<file path="config.mk">
export PLATFORM = sky130hd
export DESIGN_NAME = leve_ifq
export DESIGN_NICKNAME = d
export VERILOG_FILES = /design/src/rtl/leve_ifq.sv
export SDC_FILE = /design/constraint.sdc
export NUM_CORES = 1
export LEC_CHECK = 0
export ABC_CLOCK_PERIOD_IN_PS = 8100
export BUFFER_PORTS_ARGS = -buffer_cell sky130_fd_sc_hd__buf_2
export CAP_MARGIN = 20
export CORE_ASPECT_RATIO = 1.5
export CORE_MARGIN = 1
export CORE_UTILIZATION = 35
export DETAILED_ROUTE_END_ITERATION = 10
export GPL_TIMING_DRIVEN = 0
export SYNTH_ARGS = -nofsm -noshare
export SYNTH_HDL_FRONTEND = slang
export SYNTH_SLANG_ARGS = --single-unit
</file>
<file path="constraint.sdc">
create_clock -name CLK -period 8.1 [get_ports CLK]
set_input_delay 0.81 -clock CLK [delete_from_list [all_inputs] [get_ports CLK]]
set_output_delay 0.81 -clock CLK [all_outputs]
set_load 0.05 [all_outputs]
</file>
<file path="src/rtl/leve_ifq.sv">
// leve_ifq -- instruction fetch queue between the instruction burst buffer
// and decode. Circular buffer of DEPTH {PC, INST} entries with separate write
// and read pointers and an occupancy counter.
//
// Ports:
//   CLK, RST                  clock, asynchronous active-high reset
//   FLUSH                     branch redirect: drop every queued entry
//   IN_VALID/IN_READY         upstream handshake, IN_PC/IN_INST payload
//   OUT_VALID/OUT_READY       decode handshake, OUT_PC/OUT_INST = head entry
//   COUNT                     number of occupied entries (0..DEPTH)
//
// Build option:
//   LEVE_IFQ_BYPASS_EN        when defined, an empty queue forwards the
//                             upstream offer straight to decode in the same
//                             cycle; otherwise OUT_* comes only from storage.
//
// Storage is deliberately not reset: only pointers and COUNT are cleared by
// RST or FLUSH, so the stale contents are never visible (OUT_VALID is 0).

`ifndef XLEN
`define XLEN 32
`endif

module leve_ifq #(
    parameter int DEPTH = 4,
    parameter int IW    = 32
) (
    input  logic                     CLK,
    input  logic                     RST,
    input  logic                     FLUSH,
    input  logic                     IN_VALID,
    output logic                     IN_READY,
    input  logic [`XLEN-1:0]         IN_PC,
    input  logic [IW-1:0]            IN_INST,
    output logic                     OUT_VALID,
    input  logic                     OUT_READY,
    output logic [`XLEN-1:0]         OUT_PC,
    output logic [IW-1:0]            OUT_INST,
    output logic [$clog2(DEPTH):0]   COUNT
);

    localparam int AW = $clog2(DEPTH);
    localparam int CW = AW + 1;

    typedef struct packed {
        logic [`XLEN-1:0] pc;
        logic [IW-1:0]    inst;
    } entry_t;

    entry_t        mem_q [DEPTH];
    entry_t        mem_d [DEPTH];
    logic [AW-1:0] wr_ptr_q, wr_ptr_d;
    logic [AW-1:0] rd_ptr_q, rd_ptr_d;
    logic [CW-1:0] count_q, count_d;

    logic empty, full, push, pop, bypass;
    entry_t head;

    // Handshake and output selection
    always_comb begin
        empty    = (count_q == '0);
        full     = (count_q == CW'(DEPTH));
        head     = mem_q[rd_ptr_q];
        // RST gating keeps both handshakes low for the whole reset pulse;
        // IN_READY never looks at OUT_READY, so full stays not-ready even
        // when decode pops in the same cycle.
        IN_READY = !full && !FLUSH && !RST;
`ifdef LEVE_IFQ_BYPASS_EN
        // Empty queue: present the upstream offer directly. If decode takes
        // it now, it never touches storage.
        OUT_VALID = (!empty || IN_VALID) && !FLUSH && !RST;
        OUT_PC    = empty ? IN_PC   : head.pc;
        OUT_INST  = empty ? IN_INST : head.inst;
        bypass    = empty && IN_VALID && OUT_READY && !FLUSH && !RST;
`else
        OUT_VALID = !empty && !FLUSH && !RST;
        OUT_PC    = head.pc;
        OUT_INST  = head.inst;
        bypass    = 1'b0;
`endif
        push  = IN_VALID && IN_READY && !bypass;
        pop   = OUT_VALID && OUT_READY && !bypass;
        COUNT = count_q;
    end

    // Next state; FLUSH overrides any push/pop in the same cycle
    always_comb begin
        wr_ptr_d = wr_ptr_q;
        rd_ptr_d = rd_ptr_q;
        count_d  = count_q;
        mem_d    = mem_q;
        if (FLUSH) begin
            wr_ptr_d = '0;
            rd_ptr_d = '0;
            count_d  = '0;
        end else begin
            if (push) begin
                mem_d[wr_ptr_q] = '{pc: IN_PC, inst: IN_INST};
                wr_ptr_d        = wr_ptr_q + AW'(1);
            end
            if (pop)
                rd_ptr_d = rd_ptr_q + AW'(1);
            case ({push, pop})
                2'b10:   count_d = count_q + CW'(1);
                2'b01:   count_d = count_q - CW'(1);
                default: count_d = count_q;
            endcase
        end
    end

    always_ff @(posedge CLK or posedge RST) begin
        if (RST) begin
            wr_ptr_q <= '0;
            rd_ptr_q <= '0;
            count_q  <= '0;
        end else begin
            wr_ptr_q <= wr_ptr_d;
            rd_ptr_q <= rd_ptr_d;
            count_q  <= count_d;
        end
    end

    always_ff @(posedge CLK) begin
        mem_q <= mem_d;
    end

endmodule

</file>
* Word level (Yosys, flattened, before mapping) *
Cells that the tools add are included.

operators by class
  reduce and logical (&&, ||, !) cells = 16
  $add $sub $neg = 4
  equal/unequal tests = 3
  bitwise gates (word level) = 3
  multiplexer cells = 12
  magnitude comparators = 3

operators by type and width
  cell                   count
  $bwmux W256            1
  $mux W64               3
  $bmux W64 S2           1
  $demux W64 S2          1
  $mux W2                4
  $logic_and A1 B1 Y1    7
  $ge A3 B3 Y1 const B   2
  $not A2 Y3             2
  $pmux W3 S2            1
  $add A2 B1 Y2 const B  2
  $logic_not A1 Y1       4
  $reduce_bool A2 Y1     2
  $add A3 B1 Y3 const B  1
  $eq A3 B3 Y1 const B   1
  $logic_not A3 Y1       1
  $lt A3 B1 Y1 const B   1
  $mux W3                1
  $reduce_bool A3 Y1     1
  $sub A3 B1 Y3 const B  1
  $eq A2 B1 Y1 const B   1
  $eq A2 B2 Y1 const B   1
  $reduce_and A2 Y1      1
  $not A1 Y1             1

storage, ports and cells
  output and inout bits = 69
  register bits = 263
  input port bits = 69

* Logic depth before layout (Yosys ltp) *
Gate-level depths: netlist (run 1).

  depth in word-level cells = 8
  mapped depth = 9

* Worst setup path after synthesis (run 1) *
OpenSTA, ideal clock, no wires.

  path type = in2reg
  from = input FLUSH
  to = register mem_q[0] (netlist bit), enable pin
  arrival = 3.002 ns
  setup time = 0.429 ns
  setup slack = 4.669 ns
  cell stages on the path = 5
  path through = buf_4 > nor2_4 > o311a_2 > buf_6 > and2_1

on the way
  longest elaborated chain between the ends = 5

ends and longest elaborated chain
  what                              line  RTL
  start, declared                   30    input logic FLUSH,
  $logic_not A1 Y1                  67    IN_READY = !full && !FLUSH && !RST;
  $logic_and A1 B1 Y1 (2 in a row)  67
  $logic_and A1 B1 Y1               81    push = IN_VALID && IN_READY && !bypass;
  $reduce_and A2 Y1 (no line) *     n/a
  end signal, assigned              124   mem_q <= mem_d;
  end, declared                     50    entry_t mem_q [DEPTH];

Every way passes the cells marked *; elsewhere a longest branch is shown, timed or not.
A chain may end at the register's enable or synchronous reset.

* Final worst setup path (run 1) *
  from = register rd_ptr_q[0]
  to = output OUT_PC[15]

on the way
  longest elaborated chain between the ends = 4

ends and longest elaborated chain
  what                                         line  RTL
  start, declared                              53    logic [AW-1:0] rd_ptr_q, rd_ptr_d;
  start signal, assigned                       118   rd_ptr_q <= rd_ptr_d;
  $not A2 Y3 (not written as such)             63    head = mem_q[rd_ptr_q];
  $bmux W64 S2                                 63
  $mux W64 (not written as such) (2 in a row)  63
  end, declared                                37    output logic [`XLEN-1:0] OUT_PC,

No other way between the ends. The select of a mux whose other input is x is not followed.

==> results of run 1 <==
## cells by family after synthesis
| group | share of synthesized area, % |
|---|---|
| adder cells (fa/ha/maj) | 0.718 |
| AO/OA/AOI/OAI | 0.475 |
| buffers and inverters | 1.13 |
| AND/OR/NAND/NOR | 1.39 |
| multiplexers | 15.4 |
| flip-flops | 80.6 |
| XOR/XNOR | 0.346 |
## routing by layer
metal / GRT usage [%] / up-vias / routed length, um
li1: - / 1981 / -
met1: 15.2 / 2381 / 7270
met2: 24.4 / 108 / 10100
met3: 2.62 / 36 / 813
met4: 5.30 / 4 / 458
met5: 0 / - / 26
## sequential cells by signal, indices dropped and copies added, names as in the netlist
name	cells
mem_q	256
COUNT	3
rd_ptr_q	2
wr_ptr_q	2
## cells in the final DEF, fill, tap and decap left out
cell type | netlist | layout
or2b_1 | 2 | 2
buf_6 | 1 | 1
clkinv_2 | 0 | 2
mux4_2 | 64 | 64
edfxtp_1 | 256 | 256
buf_2 | 7 | 143
nand4_1 | 1 | 1
dfrtp_1 | 7 | 7
clkbuf_1 | 3 | 9
ha_1 | 4 | 4
nand3_4 | 1 | 1
buf_16 | 0 | 4
nor3_1 | 1 | 1
mux2_4 | 1 | 1
fa_1 | 1 | 1
clkinv_4 | 0 | 1
inv_1 | 4 | 4
and2_2 | 1 | 1
nor2_4 | 1 | 1
xnor2_2 | 1 | 1
bufinv_16 | 0 | 2
mux2i_1 | 3 | 3
a311oi_1 | 1 | 1
o311a_2 | 1 | 1
buf_4 | 5 | 5
clkinvlp_4 | 0 | 1
and2_4 | 0 | 4
o21ai_0 | 2 | 2
nor2b_1 | 1 | 1
or4_1 | 1 | 1
a21boi_0 | 1 | 1
clkinv_1 | 0 | 7
xor2_1 | 2 | 2
or3_4 | 1 | 1
nor2_1 | 6 | 6
a211o_1 | 1 | 1
clkbuf_16 | 0 | 25
mux2_2 | 1 | 1
## final timing paths
| kind | startpoint | cells after the start | to |
|---|---|---|---|
| worst max-delay path | rd_ptr_q[0] | 4 | OUT_PC[15] |
| worst min-delay path | RST | 2 | COUNT[0] |
| worst max register to register | COUNT[0] | 7 | COUNT[2] |
| worst min register to register | wr_ptr_q[0] | 1 | wr_ptr_q[0] |
| max in group asynchronous | RST | 2 | COUNT[1] |
| min in group CLK | IN_INST[13] | 1 | mem_q[77] |
## critical path, stage by stage (launching register included)
cell and delay, ns:
dfrtp_1 0.38, buf_2 0.37, buf_4 0.32, mux4_2 0.53, buf_2 0.24
## through the flow
step	instances	setup WS (ns)	power (mW)	hold slack [ns]	util [%]
final	912	4.93	2.86	0.266	43.0
after global routing	912	4.74	2.96	0.260	43.0
after CTS	912	4.81	2.90	0.237	43.0
after detailed placement	868	5.10	1.79	0.597	40.2
after global placement	864	3.37	1.78	0.558	39.8
after floorplan	386	4.67	1.72	0.538	-
## layout make-up
type | count | area share, %
buffer | 16 | 0.810
multi-input combinational | 103 | 15.3
clock buffer | 31 | 5.52
inverter | 4 | 0.128
clock inverter | 13 | 0.959
sequential | 263 | 66.9
timing repair buffer | 140 | 6.73
tap | 342 | 3.64
## power breakdown
group | total, mW | internal [mW] | switching (mW)
Clock | 1.10 | 0.629 | 0.471
Combinational | 0.235 | 0.0765 | 0.158
Sequential | 1.52 | 1.52 | 0.00935
==> qor.txt, run 1 <==
Req. time, crit path -> 7.29 ns
Clk Tree Root Cell -> clkbuf_16
Top-area cell type share of the netlist area -> 78.8%
PostCTS Resize Cnt -> 0
Register area -> 7860 um2
TNS Setup -> 0 ns
CTS tree -> done
Count of cell types in the netlist -> 31
Die Width -> 138 um
Synth Net Count -> 460
Post-Syn Area -> 9760 um2
R2R setup slack -> 5.62 ns
Post-synth EDFFs -> 256
Final Skew -> 0.00582 ns
Syn avg cell area -> 25.3 um2
Vias in the first global route -> 4914
Slew margin rel. -> 56.6%
CTS Hold Bufs -> 0
Area of the multi-input gates -> 1790 um2
CTS sink cnt -> 263
Commonest cells in the netlist -> 256 x edfxtp_1, 64 x mux4_2, 7 x buf_2, 7 x dfrtp_1, 6 x nor2_1
Most common cell in the netlist -> edfxtp_1
RSZ-0062 raised after global routing -> no
Final layout net count -> 627
Residual DRC -> 12
Global Route Usage Sum -> 13.3%
Vias per cell -> 4.95
Clk buf depth -> 3
Final Cycle Share -> 39.2%
Global route overflow -> 0
Largest net degree at the start of global routing -> 43
FFs w/ async S/R, synth -> 2.66%
Worst slew pin tran -> 0.651 ns
Final hold vios -> 0
Power per Cell Area -> 243 nW/um2
Pre-Repair DR Iteration Count -> 9
Warnings from Yosys -> 0
GP Congestion -> 0.721
Initial core utilization -> 35.7%
Die area -> 28600 um2
Share of cells above drive strength 1 -> 45.6%
Crit Path Max Fanout -> 10
Final-report max-slew violation count -> 0
Hold Crit Class -> input pin to asynchronous set/reset pin
Post-detail-place hpwl -> 11400 um
Final ANT Viol Nets -> 0
Leading post-synthesis cells by cell area -> edfxtp_1 79%, mux4_2 15%, dfrtp_1 1.8%, ha_1 0.51%, buf_4 0.38%
Core footprint -> 27300 um2
Io pins -> 138
First DRT Iteration DRCs -> 223
Critical Path AT -> 2.36 ns
Final setup vio count -> 0
Post-synth top area cell -> edfxtp_1
Worst Setup Start Kind -> register
H-tree levels -> 1
Worst Setup Path Type -> register to output port
Crit end category -> output port
Placed cell area -> 11000 um2
Failing checks -> design-rule violations
Reg clk slew, reported paths -> 0.06 ns
LEAKAGE -> 3.91 nW
Cts bufs inserted -> 25
Drt wl/cell -> 20.4 um
Die H -> 206 um
Maxcap violations -> 0
Post-Route WL -> 18600 um
Achievable Freq -> 315 MHz
Fillcell total -> 2343
Synthesis-stage register bit count -> 263
Minimum clock period -> 3.17 ns
Peak supply drop -> 170 uV
Sequential fraction of the synthesis area -> 80.6%
Worst-skew pair later-pin latency -> 0.51 ns
Diode count -> 0
Via Count -> 4510
Synth Flop Type -> edfxtp_1
Port buffer count -> 136
Fin area -> 11700 um2
Cell Rows -> 74
Outcome -> finished, violations left
Postcts setup bufs -> 0
Area Growth Syn to Fin -> 20.4%
Initial antenna violation count -> 2
First-pass GRT wire length -> 28500 um
Mapped Cells -> 386
Power figures use the tool's default switching activity.
==> inputs of run 2 (changes only) <==
ABC_AREA = 1   (was default)
ABC_CLOCK_PERIOD_IN_PS = 2620   (was 8100)
clock period = 2.62 ns   (was 8.1 ns; I/O delays follow)
==> qor.txt, run 2 <==
Area Growth Syn to Fin -> 28.0%
Synth Flop Type -> edfxtp_1
Reg2reg end -> mem_q[215]
Reg clk slew, reported paths -> 0.06 ns
Worst Setup Path Type -> register to output port
Cell Rows -> 76
Port buffer count -> 137
Post-Syn Area -> 10200 um2
Outcome -> completed
Achievable Freq -> 392 MHz
Clk buf depth -> 3
Sequential fraction of the synthesis area -> 77.4%
Clk Tree Root Cell -> clkbuf_16
Worst-skew pair later-pin latency -> 0.52 ns
Req. time, crit path -> 2.36 ns
Commonest cells after routing, fill and taps aside -> 256 x edfxtp_1, 146 x buf_2, 119 x nor2_1
CTS tree -> done
Vias in the first global route -> 6582
Final-report max-slew violation count -> 0
Initial antenna violation count -> 2
Sequential fraction of design power -> 52.5%
Drt wl/cell -> 17.9 um
Mapped Cells -> 688
Final Skew -> 0.00828 ns
Post-synth top area cell -> edfxtp_1
Final Worst Setup Slack -> 0.0685 ns
First DRT Iteration DRCs -> 409
Maxcap violations -> 0
Leading post-synthesis cells by cell area -> edfxtp_1 76%, nor2_1 4.5%, o21ai_0 4.1%, o22ai_1 3.3%, o21ai_1 2.1%
GP Congestion -> 0.700
Clk pwr share -> 39.0%
Top-area cell type share of the netlist area -> 75.7%
Slew margin rel. -> 36.3%
FFs w/ async S/R, synth -> 2.66%
Worst r2r path cells -> 5
Share of cells above drive strength 1 -> 27.3%
Crit Path Max Fanout -> 10
TNS Setup -> 0 ns
Combinational share of power -> 8.4%
Via Count -> 6389
Crit end category -> output port
Post-synth EDFFs -> 256
Cell Int Power -> 6.94 mW
Commonest cells in the netlist -> 256 x edfxtp_1, 123 x nor2_1, 83 x o21ai_0
Die Width -> 141 um
Warnings from Yosys -> 0
Critical hold path startpoint -> IN_VALID
Final setup vio count -> 0
Reg2reg start -> COUNT[0]
Final ANT Viol Nets -> 0
RSZ-0062 raised after global routing -> no
Largest register by flop count -> mem_q
Power Total -> 8.94 mW
Sw Pwr -> 2.00 mW
R2R setup slack -> 0.31 ns
Hold Crit Depth -> 5
Die area -> 29700 um2
Vias per cell -> 4.79
Hold Crit Class -> input pin to register
Hold slack -> 0.106 ns
Most common cell in the netlist -> edfxtp_1
Synthesis-stage register bit count -> 263
Minimum clock period -> 2.55 ns
Count of cell types in the netlist -> 27
Die H -> 211 um
Initial core utilization -> 35.5%
Post-detail-place hpwl -> 15200 um
H-tree levels -> 1
Worst slew pin tran -> 0.954 ns
Peak supply drop -> 631 uV
Largest net degree at the start of global routing -> 29
Commonest non-fill, non-tap cell in the layout -> edfxtp_1
Residual DRC -> 0
LEAKAGE -> 4.68 nW
Power per Cell Area -> 687 nW/um2
First-pass GRT wire length -> 36500 um
Critical Path AT -> 2.29 ns
Worst hold endpoint -> wr_ptr_q[1]
Final Util -> 45.4%
Synth Net Count -> 762
Global route overflow -> 0
Final Cycle Share -> 97.4%
CTS sink cnt -> 263
Final layout net count -> 998
Syn avg cell area -> 14.8 um2
Io pins -> 138
Post-Route WL -> 23900 um
Global Route Usage Sum -> 16.2%
Core footprint -> 28600 um2
Worst Setup Start Kind -> register
Switching share of power -> 22.4%
Pre-Repair DR Iteration Count -> 4
Cts bufs inserted -> 24
Max reg flops -> 256
Final hold vios -> 0
Setup slack after placement -> 0.282 ns
[run 2: cell count changes after synthesis, moves of 20 or more]
cell / change
nor2_1: +117
o21ai_0: +81
mux4_2: -64
o22ai_1: +54
o21ai_1: +43
nand2_1: +20
[run 2: cell families after synthesis]
kind of cell | count (synthesis) | share of synthesized area (%)
AO/OA/AOI/OAI | 196 | 11.2
flip-flops | 263 | 77.4
XOR/XNOR | 1 | 0.0862
buffers and inverters | 60 | 3.62
AND/OR/NAND/NOR | 163 | 7.01
adder cells (fa/ha/maj) | 5 | 0.690
[run 2: stage by stage]
stage / instance area, um2 / cells
final: 13000 / 1333
after global routing: 13000 / 1332
after CTS: 13000 / 1332
after detailed placement: 11500 / 1223
after global placement: 11300 / 1215
after floorplan: 10200 / 688
[run 2: metal layers]
| metal | vias up | routed length [um] | track usage [%] |
|---|---|---|---|
| li1 | 3047 | - | - |
| met1 | 3139 | 9520 | 19.0 |
| met2 | 160 | 12800 | 29.6 |
| met3 | 41 | 975 | 2.20 |
| met4 | 2 | 584 | 6.52 |
| met5 | - | 10 | 0 |
[run 2: worst max-delay path: stages, from the launching register on]
cell and delay [ns]:
dfrtp_1 0.49, buf_6 0.21, inv_4 0.08, buf_12 0.16, buf_6 0.17, nor2_1 0.05, o22ai_1 0.27, buf_2 0.32
[run 2: worst max path at each step]
| stage | start | to | slack [ns] | depth (start not counted) |
|---|---|---|---|---|
| 3_3_place_gp | COUNT[0] | mem_q[25] | -1.79 | 4 |
| 6_report | rd_ptr_q[0] | OUT_PC[11] | 0.07 | 7 |
| 2_1_floorplan | COUNT[0] | mem_q[0] | -0.58 | 4 |
| 3_5_place_dp | COUNT[0] | mem_q[215] | 0.28 | 5 |
| 5_1_grt | rd_ptr_q[0] | OUT_PC[27] | 0.005 | 7 |
| 4_1_cts | rd_ptr_q[0] | OUT_INST[19] | 0.01 | 7 |
[run 2: timing repair]
| item | CTS | global route |
|---|---|---|
| resized for setup | 7 | 8 |
| endpoints found under the setup margin | 22 | 6 |
| setup buffers | 0 | 0 |
| hold buffers | 65 | 0 |
| hold endpoints to repair | 263 | 0 |
| pin swaps | 0 | 0 |
[run 2: layout make-up]
type	instances	area (um2)
Tap cell	390	488
Sequential cell	263	7860
Clock inverter	14	120
Multi-Input combinational cell	365	1960
Clock buffer	30	674
Buffer	42	304
Fill cell	2524	15600
Timing Repair Buffer	210	1520
Antenna cell	1	2.50
Inverter	18	70.1
[run 2: power by group through the flow]
stage	combinational, mW	clock [mW]	sequential (mW)
5_1_grt	0.808	3.70	4.70
2_1_floorplan	0.416	0	4.80
3_3_place_gp	0.654	0	4.79
3_5_place_dp	0.678	0	4.79
6_report	0.755	3.49	4.70
4_1_cts	0.760	3.56	4.70
